## config.mk

```make
export PLATFORM = sky130hd
export DESIGN_NAME = regfile_mc_flat
export DESIGN_NICKNAME = d
export VERILOG_FILES = /design/src/rtl/regfile_pkg.sv /design/src/rtl/regfile_if.sv /design/src/rtl/regfile_scoreboard.sv /design/src/rtl/regfile_mc.sv /design/src/flat_wrapper.sv
export SDC_FILE = /design/constraint.sdc
export NUM_CORES = 2
export LEC_CHECK = 0
export BUFFER_PORTS_ARGS = -buffer_cell sky130_fd_sc_hd__buf_4
export CAP_MARGIN = 0
export CORE_MARGIN = 4
export CORE_UTILIZATION = 50
export DETAILED_ROUTE_END_ITERATION = 7
export PLACE_DENSITY = 0.68
export SYNTH_ARGS = -nofsm -noshare
export SYNTH_HDL_FRONTEND = slang
export SYNTH_SLANG_ARGS = --single-unit
export TNS_END_PERCENT = 30
```

## constraint.sdc

```tcl
create_clock -name clk -period 5.3 [get_ports clk]
set_input_delay 0.795 -clock clk [delete_from_list [all_inputs] [get_ports clk]]
set_output_delay 0.795 -clock clk [all_outputs]
set_load 0.05 [all_outputs]
```

## src/rtl/regfile_pkg.sv

```systemverilog
// Shared constants, types and helpers for the parametrised MIPS register file.
package regfile_pkg;

  localparam int unsigned REG_ZERO = 0;
  localparam int unsigned REG_SP   = 29;
  localparam int unsigned REG_FP   = 30;
  localparam int unsigned REG_RA   = 31;

  localparam logic [31:0] SP_INIT_DEF = 32'h0000_00CC;

  typedef enum logic {
    HILO_IDLE = 1'b0,
    HILO_BUSY = 1'b1
  } hilo_state_t;

  // Address width for a register file of n entries.
  function automatic int unsigned regfile_aw(input int unsigned n);
    return $clog2(n);
  endfunction

endpackage

```

## src/rtl/regfile_if.sv

```systemverilog
// Decode/writeback facing bus of the register file.
interface regfile_if
  import regfile_pkg::*;
#(
  parameter int unsigned DATA_W   = 32,
  parameter int unsigned NUM_REGS = 32,
  parameter int unsigned NUM_RD   = 2
);
  localparam int unsigned AW = regfile_aw(NUM_REGS);

  logic [NUM_RD*AW-1:0]     raddr;
  logic [NUM_RD*DATA_W-1:0] rdata;
  logic [NUM_RD-1:0]        rbusy;
  logic                     we;
  logic [AW-1:0]            waddr;
  logic [DATA_W-1:0]        wdata;
  logic                     resv_en;
  logic [AW-1:0]            resv_addr;
  logic                     hi_we;
  logic                     lo_we;
  logic [DATA_W-1:0]        hi_wdata;
  logic [DATA_W-1:0]        lo_wdata;
  logic                     hilo_resv;
  logic [DATA_W-1:0]        hi_rdata;
  logic [DATA_W-1:0]        lo_rdata;
  logic                     hilo_busy;
  logic [DATA_W-1:0]        dbg_data;

  modport master (
    output raddr, we, waddr, wdata, resv_en, resv_addr,
           hi_we, lo_we, hi_wdata, lo_wdata, hilo_resv,
    input  rdata, rbusy, hi_rdata, lo_rdata, hilo_busy, dbg_data
  );

  modport slave (
    input  raddr, we, waddr, wdata, resv_en, resv_addr,
           hi_we, lo_we, hi_wdata, lo_wdata, hilo_resv,
    output rdata, rbusy, hi_rdata, lo_rdata, hilo_busy, dbg_data
  );

endinterface

```

## src/rtl/regfile_scoreboard.sv

```systemverilog
// Per-register pending bits and HI/LO busy reservation FSM.
module regfile_scoreboard
  import regfile_pkg::*;
#(
  parameter int unsigned NUM_REGS = 32,
  localparam int unsigned AW      = regfile_aw(NUM_REGS)
) (
  input  logic                clk,
  input  logic                rst,
  input  logic                we_i,
  input  logic [AW-1:0]       waddr_i,
  input  logic                resv_en_i,
  input  logic [AW-1:0]       resv_addr_i,
  input  logic                hilo_resv_i,
  input  logic                hilo_wr_i,
  output logic [NUM_REGS-1:0] pending_o,
  output logic                hilo_busy_o
);

  localparam logic [0:0] ST_IDLE = 1'(HILO_IDLE);
  localparam logic [0:0] ST_BUSY = 1'(HILO_BUSY);

  logic [NUM_REGS-1:0] pending_q, pending_d;
  logic [0:0]          state_q, state_d;

  // Writeback clears, reservation sets; a new producer wins on the same index.
  always_comb begin
    pending_d = pending_q;
    if (we_i) begin
      pending_d[waddr_i] = 1'b0;
    end
    if (resv_en_i) begin
      pending_d[resv_addr_i] = 1'b1;
    end
    pending_d[0] = 1'b0;
  end

  // HI/LO next state: a fresh mul/div issue overrides a completing write.
  always_comb begin
    state_d = state_q;
    case (state_q)
      ST_IDLE: if (hilo_resv_i) state_d = ST_BUSY;
      ST_BUSY: if (!hilo_resv_i && hilo_wr_i) state_d = ST_IDLE;
      default: state_d = ST_IDLE;
    endcase
  end

  // Scoreboard state registers.
  always_ff @(posedge clk) begin
    if (rst) begin
      pending_q <= '0;
      state_q   <= ST_IDLE;
    end else begin
      pending_q <= pending_d;
      state_q   <= state_d;
    end
  end

  assign pending_o   = pending_q;
  assign hilo_busy_o = (state_q == ST_BUSY);

endmodule

```

## src/rtl/regfile_mc.sv

```systemverilog
// Parametrised MIPS GPR file with HI/LO, write bypass and pending scoreboard.
module regfile_mc
  import regfile_pkg::*;
#(
  parameter int unsigned       DATA_W   = 32,
  parameter int unsigned       NUM_REGS = 32,
  parameter int unsigned       NUM_RD   = 2,
  parameter bit                BYPASS   = 1'b1,
  parameter int unsigned       SP_IDX   = REG_SP,
  parameter int unsigned       FP_IDX   = REG_FP,
  parameter logic [DATA_W-1:0] SP_INIT  = DATA_W'(SP_INIT_DEF),
  parameter int unsigned       DBG_IDX  = 3
) (
  input logic      clk,
  input logic      rst,
  regfile_if.slave bus
);

  localparam int unsigned AW = regfile_aw(NUM_REGS);

  logic [DATA_W-1:0]        regs_q [NUM_REGS];
  logic [DATA_W-1:0]        regs_d [NUM_REGS];
  logic [DATA_W-1:0]        hi_q, hi_d, lo_q, lo_d;
  logic [NUM_REGS-1:0]      pending;
  logic [NUM_RD*DATA_W-1:0] rdata_c;
  logic [NUM_RD-1:0]        rbusy_c;
  logic [AW-1:0]            ra;

  regfile_scoreboard #(.NUM_REGS(NUM_REGS)) u_sb (
    .clk         (clk),
    .rst         (rst),
    .we_i        (bus.we),
    .waddr_i     (bus.waddr),
    .resv_en_i   (bus.resv_en),
    .resv_addr_i (bus.resv_addr),
    .hilo_resv_i (bus.hilo_resv),
    .hilo_wr_i   (bus.hi_we | bus.lo_we),
    .pending_o   (pending),
    .hilo_busy_o (bus.hilo_busy)
  );

  // Next storage contents; $0 is never written.
  always_comb begin
    regs_d = regs_q;
    if (bus.we && (bus.waddr != '0)) begin
      regs_d[bus.waddr] = bus.wdata;
    end
    hi_d = bus.hi_we ? bus.hi_wdata : hi_q;
    lo_d = bus.lo_we ? bus.lo_wdata : lo_q;
  end

  // Storage registers; SP/FP come out of reset at SP_INIT.
  always_ff @(posedge clk) begin
    if (rst) begin
      for (int unsigned i = 0; i < NUM_REGS; i++) begin
        regs_q[i] <= ((i == SP_IDX) || (i == FP_IDX)) ? SP_INIT : '0;
      end
      hi_q <= '0;
      lo_q <= '0;
    end else begin
      regs_q <= regs_d;
      hi_q   <= hi_d;
      lo_q   <= lo_d;
    end
  end

  // Combinational read ports with optional same-cycle forwarding.
  always_comb begin
    rdata_c = '0;
    rbusy_c = '0;
    ra      = '0;
    for (int unsigned k = 0; k < NUM_RD; k++) begin
      ra = bus.raddr[k*AW +: AW];
      if (ra == '0) begin
        rdata_c[k*DATA_W +: DATA_W] = '0;
        rbusy_c[k]                  = 1'b0;
      end else if (BYPASS && bus.we && (bus.waddr == ra)) begin
        rdata_c[k*DATA_W +: DATA_W] = bus.wdata;
        rbusy_c[k]                  = 1'b0;
      end else begin
        rdata_c[k*DATA_W +: DATA_W] = regs_q[ra];
        rbusy_c[k]                  = pending[ra];
      end
    end
  end

  assign bus.rdata    = rdata_c;
  assign bus.rbusy    = rbusy_c;
  assign bus.hi_rdata = hi_q;
  assign bus.lo_rdata = lo_q;
  assign bus.dbg_data = regs_q[AW'(DBG_IDX)];

endmodule

```

## src/flat_wrapper.sv

```systemverilog
// flat-port wrapper written by rule: the top's interface ports become plain ports
module regfile_mc_flat import regfile_pkg::*;
#(
  parameter int unsigned       DATA_W   = 32,
  parameter int unsigned       NUM_REGS = 32,
  parameter int unsigned       NUM_RD   = 2,
  parameter bit                BYPASS   = 1'b1,
  parameter int unsigned       SP_IDX   = REG_SP,
  parameter int unsigned       FP_IDX   = REG_FP,
  parameter logic [DATA_W-1:0] SP_INIT  = DATA_W'(SP_INIT_DEF),
  parameter int unsigned       DBG_IDX  = 3
)
  (clk, rst, bus_raddr, bus_we, bus_waddr, bus_wdata, bus_resv_en, bus_resv_addr, bus_hi_we, bus_lo_we, bus_hi_wdata, bus_lo_wdata, bus_hilo_resv, bus_rdata, bus_rbusy, bus_hi_rdata, bus_lo_rdata, bus_hilo_busy, bus_dbg_data);
  regfile_if #(.DATA_W(DATA_W), .NUM_REGS(NUM_REGS), .NUM_RD(NUM_RD)) bus_i ();
  input logic clk;
  input logic rst;
  input wire logic [$bits(bus_i.raddr)-1:0] bus_raddr;
  input wire logic [$bits(bus_i.we)-1:0] bus_we;
  input wire logic [$bits(bus_i.waddr)-1:0] bus_waddr;
  input wire logic [$bits(bus_i.wdata)-1:0] bus_wdata;
  input wire logic [$bits(bus_i.resv_en)-1:0] bus_resv_en;
  input wire logic [$bits(bus_i.resv_addr)-1:0] bus_resv_addr;
  input wire logic [$bits(bus_i.hi_we)-1:0] bus_hi_we;
  input wire logic [$bits(bus_i.lo_we)-1:0] bus_lo_we;
  input wire logic [$bits(bus_i.hi_wdata)-1:0] bus_hi_wdata;
  input wire logic [$bits(bus_i.lo_wdata)-1:0] bus_lo_wdata;
  input wire logic [$bits(bus_i.hilo_resv)-1:0] bus_hilo_resv;
  output wire logic [$bits(bus_i.rdata)-1:0] bus_rdata;
  output wire logic [$bits(bus_i.rbusy)-1:0] bus_rbusy;
  output wire logic [$bits(bus_i.hi_rdata)-1:0] bus_hi_rdata;
  output wire logic [$bits(bus_i.lo_rdata)-1:0] bus_lo_rdata;
  output wire logic [$bits(bus_i.hilo_busy)-1:0] bus_hilo_busy;
  output wire logic [$bits(bus_i.dbg_data)-1:0] bus_dbg_data;
  assign bus_i.raddr = bus_raddr;
  assign bus_i.we = bus_we;
  assign bus_i.waddr = bus_waddr;
  assign bus_i.wdata = bus_wdata;
  assign bus_i.resv_en = bus_resv_en;
  assign bus_i.resv_addr = bus_resv_addr;
  assign bus_i.hi_we = bus_hi_we;
  assign bus_i.lo_we = bus_lo_we;
  assign bus_i.hi_wdata = bus_hi_wdata;
  assign bus_i.lo_wdata = bus_lo_wdata;
  assign bus_i.hilo_resv = bus_hilo_resv;
  assign bus_rdata = bus_i.rdata;
  assign bus_rbusy = bus_i.rbusy;
  assign bus_hi_rdata = bus_i.hi_rdata;
  assign bus_lo_rdata = bus_i.lo_rdata;
  assign bus_hilo_busy = bus_i.hilo_busy;
  assign bus_dbg_data = bus_i.dbg_data;
  regfile_mc #(.DATA_W(DATA_W), .NUM_REGS(NUM_REGS), .NUM_RD(NUM_RD), .BYPASS(BYPASS), .SP_IDX(SP_IDX), .FP_IDX(FP_IDX), .SP_INIT(SP_INIT), .DBG_IDX(DBG_IDX)) u_core (.clk(clk), .rst(rst), .bus(bus_i));
endmodule
```

* After elaboration in Yosys (flattened, before gate mapping) *
Cells that the tools add are included.

word-level totals
  bits in registers = 1121
  word-level logic and storage cells = 98
  output and inout port bits = 163

cells by class
  equality and inequality tests = 2
  reduce and logical (&&, ||, !) cells = 11
  mux-type cells = 30
  bitwise operators = 8
  $lt $le $gt $ge = 10

operator list
  kind                                                               count
  bitwise mux 1024 bit                                               1
  2-to-1 mux 32 bit                                                  11
  binary-select mux 32 bit (select 5 bit)                            2
  demux 32 bit (select 5 bit)                                        1
  AND 32 bit                                                         1
  NOT 32 bit                                                         1
  bitwise OR 32 bit                                                  1
  less-than comparator 5 x 6 -> 1 bit, second input constant         4
  greater-or-equal comparator 6 bit, second input constant           3
  NOT 5 -> 6 bit                                                     3
  binary-select mux 1 bit (select 5 bit)                             2
  demux 1 bit (select 5 bit)                                         2
  equality test 5 bit                                                2
  greater-or-equal comparator 5 x 1 -> 1 bit, second input constant  2
  zero test 5 bit                                                    2
  2-to-1 mux 1 bit                                                   10
  logical AND 1 bit                                                  7
  less-than comparator 6 x 1 -> 1 bit, second input constant         1
  nonzero test 5 bit                                                 1
  case mux 1 bit (2 select lines)                                    1
  zero test 1 bit                                                    1
  NOT 1 bit                                                          1
  bitwise OR 1 bit                                                   1

* Longest topological paths before layout *
  depth after elaboration = 9
  depth in mapped cells = 9
  depth with buffers taken out = 5

* By module *
From an unflattened synthesis, not the netlist that was laid out.

unflattened totals
  cells, all modules = 6582
  area, all modules = 57366.3 µm²

by module, submodules not included
  module              times used  sequential area each (µm²)  cells an instance  area an instance (µm²)
  regfile_mc          1           21780.9                     6422               55987.4
  regfile_scoreboard  1           640.6                       160                1378.8

* Worst setup path after synthesis *
Ideal clock, no wire load.

  path kind = input port to output port
  start = in bus_raddr[1]
  end = out bus_rbusy[0]
  data required time = 4505 ps
  buffers on the path = 4
  arrival time = 2988 ps
  cell stages on the path = 9
  slack = 1517 ps
  cell sequence = buf_4 > buf_6 > buf_6 > buf_2 > nor2_1 > a21oi_1 > a21oi_1 > o211a_1 > nor3_1

between the ends
  word-level cells in the longest chain between the ends = 4
  elaborated cells on any way between the ends = 7

ends and longest elaborated chain
  element                                                                        RTL line                            source
  start, declared                                                                flat_wrapper.sv:17                  input wire logic [$bits(bus_i.raddr)-1:0] bus_raddr;
  binary-select mux 1 bit (select 5 bit) or equality test 5 bit (tied branches)  regfile_mc.sv:82, regfile_mc.sv:77
  2-to-1 mux 1 bit (implied by the code) or logical AND 1 bit (tied branches)    regfile_mc.sv:82, regfile_mc.sv:77
  2-to-1 mux 1 bit                                                               regfile_mc.sv:77                    end else if (BYPASS && bus.we && (bus.waddr == ra)) begin
  2-to-1 mux 1 bit (*)                                                           regfile_mc.sv:74                    if (ra == '0) begin
  end, declared                                                                  flat_wrapper.sv:29                  output wire logic [$bits(bus_i.rbusy)-1:0] bus_rbusy;

Mark *: on every way between the ends. The rest lies on a longest branch, timed or not. The select of a mux whose other input is x is not followed.

* Worst setup path in the final report *
  start = in bus_raddr[3]
  end = out bus_rdata[14]

between the ends
  word-level cells in the longest chain between the ends = 6
  elaborated cells on any way between the ends = 9

ends and longest elaborated chain
  element                                                RTL line            source
  NOT 5 -> 6 bit (implied by the code)                   regfile_mc.sv:81    rdata_c[k*DATA_W +: DATA_W] = regs_q[ra];
  binary-select mux 32 bit (select 5 bit)                regfile_mc.sv:81
  2-to-1 mux 32 bit (implied by the code) (2 in series)  regfile_mc.sv:81
  2-to-1 mux 32 bit                                      regfile_mc.sv:77
  2-to-1 mux 32 bit (*)                                  regfile_mc.sv:74
  end, declared                                          flat_wrapper.sv:28  output wire logic [$bits(bus_i.rdata)-1:0] bus_rdata;

Marked as above.

==> impl_metrics.yaml <==
outcome:
  status: "finished clean"
drt:
  post_drt_wl_per_cell_um: 28.2
  dr.pass1.iters: 8
  top_layer_used: "met5"
  drc: 0
  met1_length_um: 78100
  wl_met3_um: 29700
  vias: 51511
  route.met2.wl_um: 94200
  viasPerCell: 6.61
  ant_nets: 0
  drt_iter0_markers: 7861
  routed_wl_um: 220000
place:
  placed_cell_area_um2: 58900
  place.port_buffers: 285
  hpwl_um: 137000
  place.gp.congestion: 1.02
  pre_cts_slack_ns: 0.904
yosys:
  synth-seq-area-share: 0.397
  syn-num-nets: 6479
  async_flop_share: 0
  synthFlopType: "dfxtp_1"
  synth.cell_area_um2: 56400
  synth_edf_count: 0
  yosysWarnings: 0
  synth.distinct_cells: 64
  syn_avg_cell_area_um2: 8.88
  syn-instance-count: 6356
  ys_ff_latch: 1120
worst_setup_path:
  critPathTopFamily: "simple AND/OR/NAND/NOR gates"
  worst-setup-path-type: "in2out"
  critPathBufInv: 2
  max_stage_delay_ns: 0.79
  worst_ep_arrival_time_ns: 4.04
  crit_chain: "buf_4 -> or2_1 -> or4_1 -> o21ai_0 -> a31oi_1 -> buf_4"
  cp-end-kind: "output pin"
  crit_path_frequent_cell: "buf_4"
  crit_path_start_kind: "primary input"
  slowest_stage: "or4_1"
  cp_max_fo: 24
  cp_data_required_time_ns: 4.51
global_routing:
  grt_pass1_vias: 48619
  grt_pass1_wl_um: 319000
  grt_max_degree: 154
  antenna_found_initial: 7
  grt_overflow: 0
  grt_use_total: 0.359
timing:
  fin_crit_sh: 0.912
  setup_viol: 0
  relSlewSlack: 0.0768
  setup_slack_ns: 0.468
  report.final.slew_viol_count: 0
  skew_ns: 0
  fin_tns_setup_ns: 0
  tightest_slew_ns: 1.38
  fmax_ghz: 0.207
  fin_crit_ns: 4.83
  hold_violations: 0
  grt_setup_unrepaired: "no"
clock_tree:
  h-tree-depth: 3
  cts.clk_slew.worst_paths_ns: 0.06
  post_cts_buffers: 0
  clockBufferDepth: 3
  clk-insertion-delay-late_ns: 0.71
  cts_resized: 0
  cts_hold_buf: 0
  cts_buffers: 117
  clock-root-buffer: "clkbuf_16"
  cts_tree: "built"
  cts_sinks: 1120
power:
  ir_worst_vdd_mv: 0.272
  power.leakage_nw: 21.4
  p_per_area_nw_per_um2: 306
floorplan:
  ioPinCount: 286
  die_area_um2: 118000
  row_count: 122
  dieWidth_um: 344
  start_util: 0.507
  coreArea_um2: 111000
  dieHeight_um: 344
worst_hold_path:
  min-delay-path-class: "in2reg"
layout:
  nNetsFinal: 6333
  drive_above_1_share: 0.192
  post-route-cell-area_um2: 62800
  syn_to_final_growth_pct: 11.3
  fill_cells: 9823
flow_run:
  maxCapViolations: 0
==> layer usage <==
metal  GRT usage  vias up
li1            -    21872
met1       0.462    24768
met2       0.532     3973
met3      0.0966      890
met4       0.241        8
met5     0.00531        -
==> flip-flops by register name, indices dropped and copies added (netlist names) <==
name,cells
u_core.bus.hi_rdata,32
u_core.bus.dbg_data,32
u_core.bus.lo_rdata,32
u_core.u_sb.hilo_busy_o,1
u_core.regs_q,992
u_core.u_sb.pending_o,31
==> where the power goes <==
| group | total, mW | internal, mW | switching, mW | leakage [nW] |
|---|---|---|---|---|
| Combinational | 2.13 | 0.643 | 1.49 | 10.4 |
| Clock | 8.55 | 4.98 | 3.57 | 1.97 |
| Sequential | 8.57 | 8.51 | 0.0628 | 9.04 |
| Total | 19.3 | 14.1 | 5.13 | 21.4 |
==> cell type report <==
class                   count  area, um^2  area share
multi-input cells        4539       31000       0.494
clock inverters            38         449     0.00715
clock buffers             178        3510      0.0558
diodes                      3        7.51    0.000119
repair buffers            431        3560      0.0567
flip-flops and latches   1120       22400       0.357
well taps                1488        1860      0.0296
inverters                   1        3.75   0.0000597
==> worst register-to-register path, cell delays in order (launching register included) <==
cell and delay [ns]:
dfxtp_1 0.56, nand2_1 0.09, a21oi_1 0.16
==> Yosys cell counts, types with 37 or more instances <==
cell type  number  share of area
a21oi_1      1012          0.090
nor2_1        169          0.011
a22oi_1        77          0.010
nor2b_1        45         0.0050
nand2_1      2086           0.14
o22ai_1        80         0.0089
mux4_2        470           0.19
nor3_1         37         0.0033
mux2_2         54          0.011
buf_2         157          0.014
dfxtp_1      1120           0.40
mux2i_1       210          0.037
clkbuf_1      424          0.028
buf_4          60         0.0080
nand3_1        39         0.0035
==> cells in the final DEF (no fill, tap or decap), types with 9 or more instances in the layout <==
| cell type | count |
|---|---|
| nor3_1 | 37 |
| o221ai_1 | 12 |
| clkbuf_16 | 118 |
| clkinv_2 | 22 |
| buf_12 | 23 |
| nand3b_1 | 10 |
| bufinv_16 | 9 |
| nor2_4 | 30 |
| nand2b_1 | 11 |
| o2111ai_1 | 17 |
| clkbuf_8 | 33 |
| buf_4 | 402 |
| a221o_1 | 15 |
| nor2_1 | 145 |
| nand2_1 | 2065 |
| a22o_1 | 32 |
| o22ai_1 | 80 |
| mux4_2 | 470 |
| nand3_1 | 39 |
| mux2i_1 | 210 |
| nor3b_1 | 9 |
| nand2_2 | 21 |
| clkbuf_1 | 27 |
| a21oi_1 | 1012 |
| dfxtp_1 | 1120 |
| nor2b_1 | 41 |
| a22oi_1 | 77 |
| xnor2_1 | 10 |
| o21ai_0 | 22 |
| a211oi_1 | 18 |
| mux2_2 | 54 |
| a32o_1 | 14 |
==> metrics by stage <==
stage,hold slack [ns],utilization,power (mW),instances
finish,0.323,0.564,19.3,7798
global route,0.318,0.564,19.7,7796
CTS,0.298,0.564,19.2,7795
detailed placement,0.457,0.528,10.8,7579
global placement,0.448,0.528,10.8,7579
floorplan,0.441,-,10.1,6356
==> cells by family (layout without fill, tap and decap cells) <==
logic type	after synthesis	in the layout	synth area share
buffers and inverters	697	648	0.0581
xor gates and xnor gates	10	10	0.00155
muxes	739	739	0.238
AOI/OAI and AO/OA	1340	1340	0.134
DFF	1120	1120	0.397
other	0	3	0
and+or+nand+nor	2450	2450	0.171
==> path summary, 6_finish.rpt <==
| path | end | slack (ns) | depth (start not counted) | start |
|---|---|---|---|---|
| worst max-delay path | bus_rdata[14] | 0.47 | 6 | bus_raddr[3] |
| worst min-delay path | u_core.bus.lo_rdata[19] | 0.32 | 3 | bus_lo_wdata[19] |
| worst max register to register | u_core.bus.dbg_data[1] | 4.41 | 2 | u_core.bus.dbg_data[1] |
| worst min register to register | u_core.regs_q[302] | 0.47 | 2 | u_core.regs_q[302] |
(Power assumes the default switching activity.)
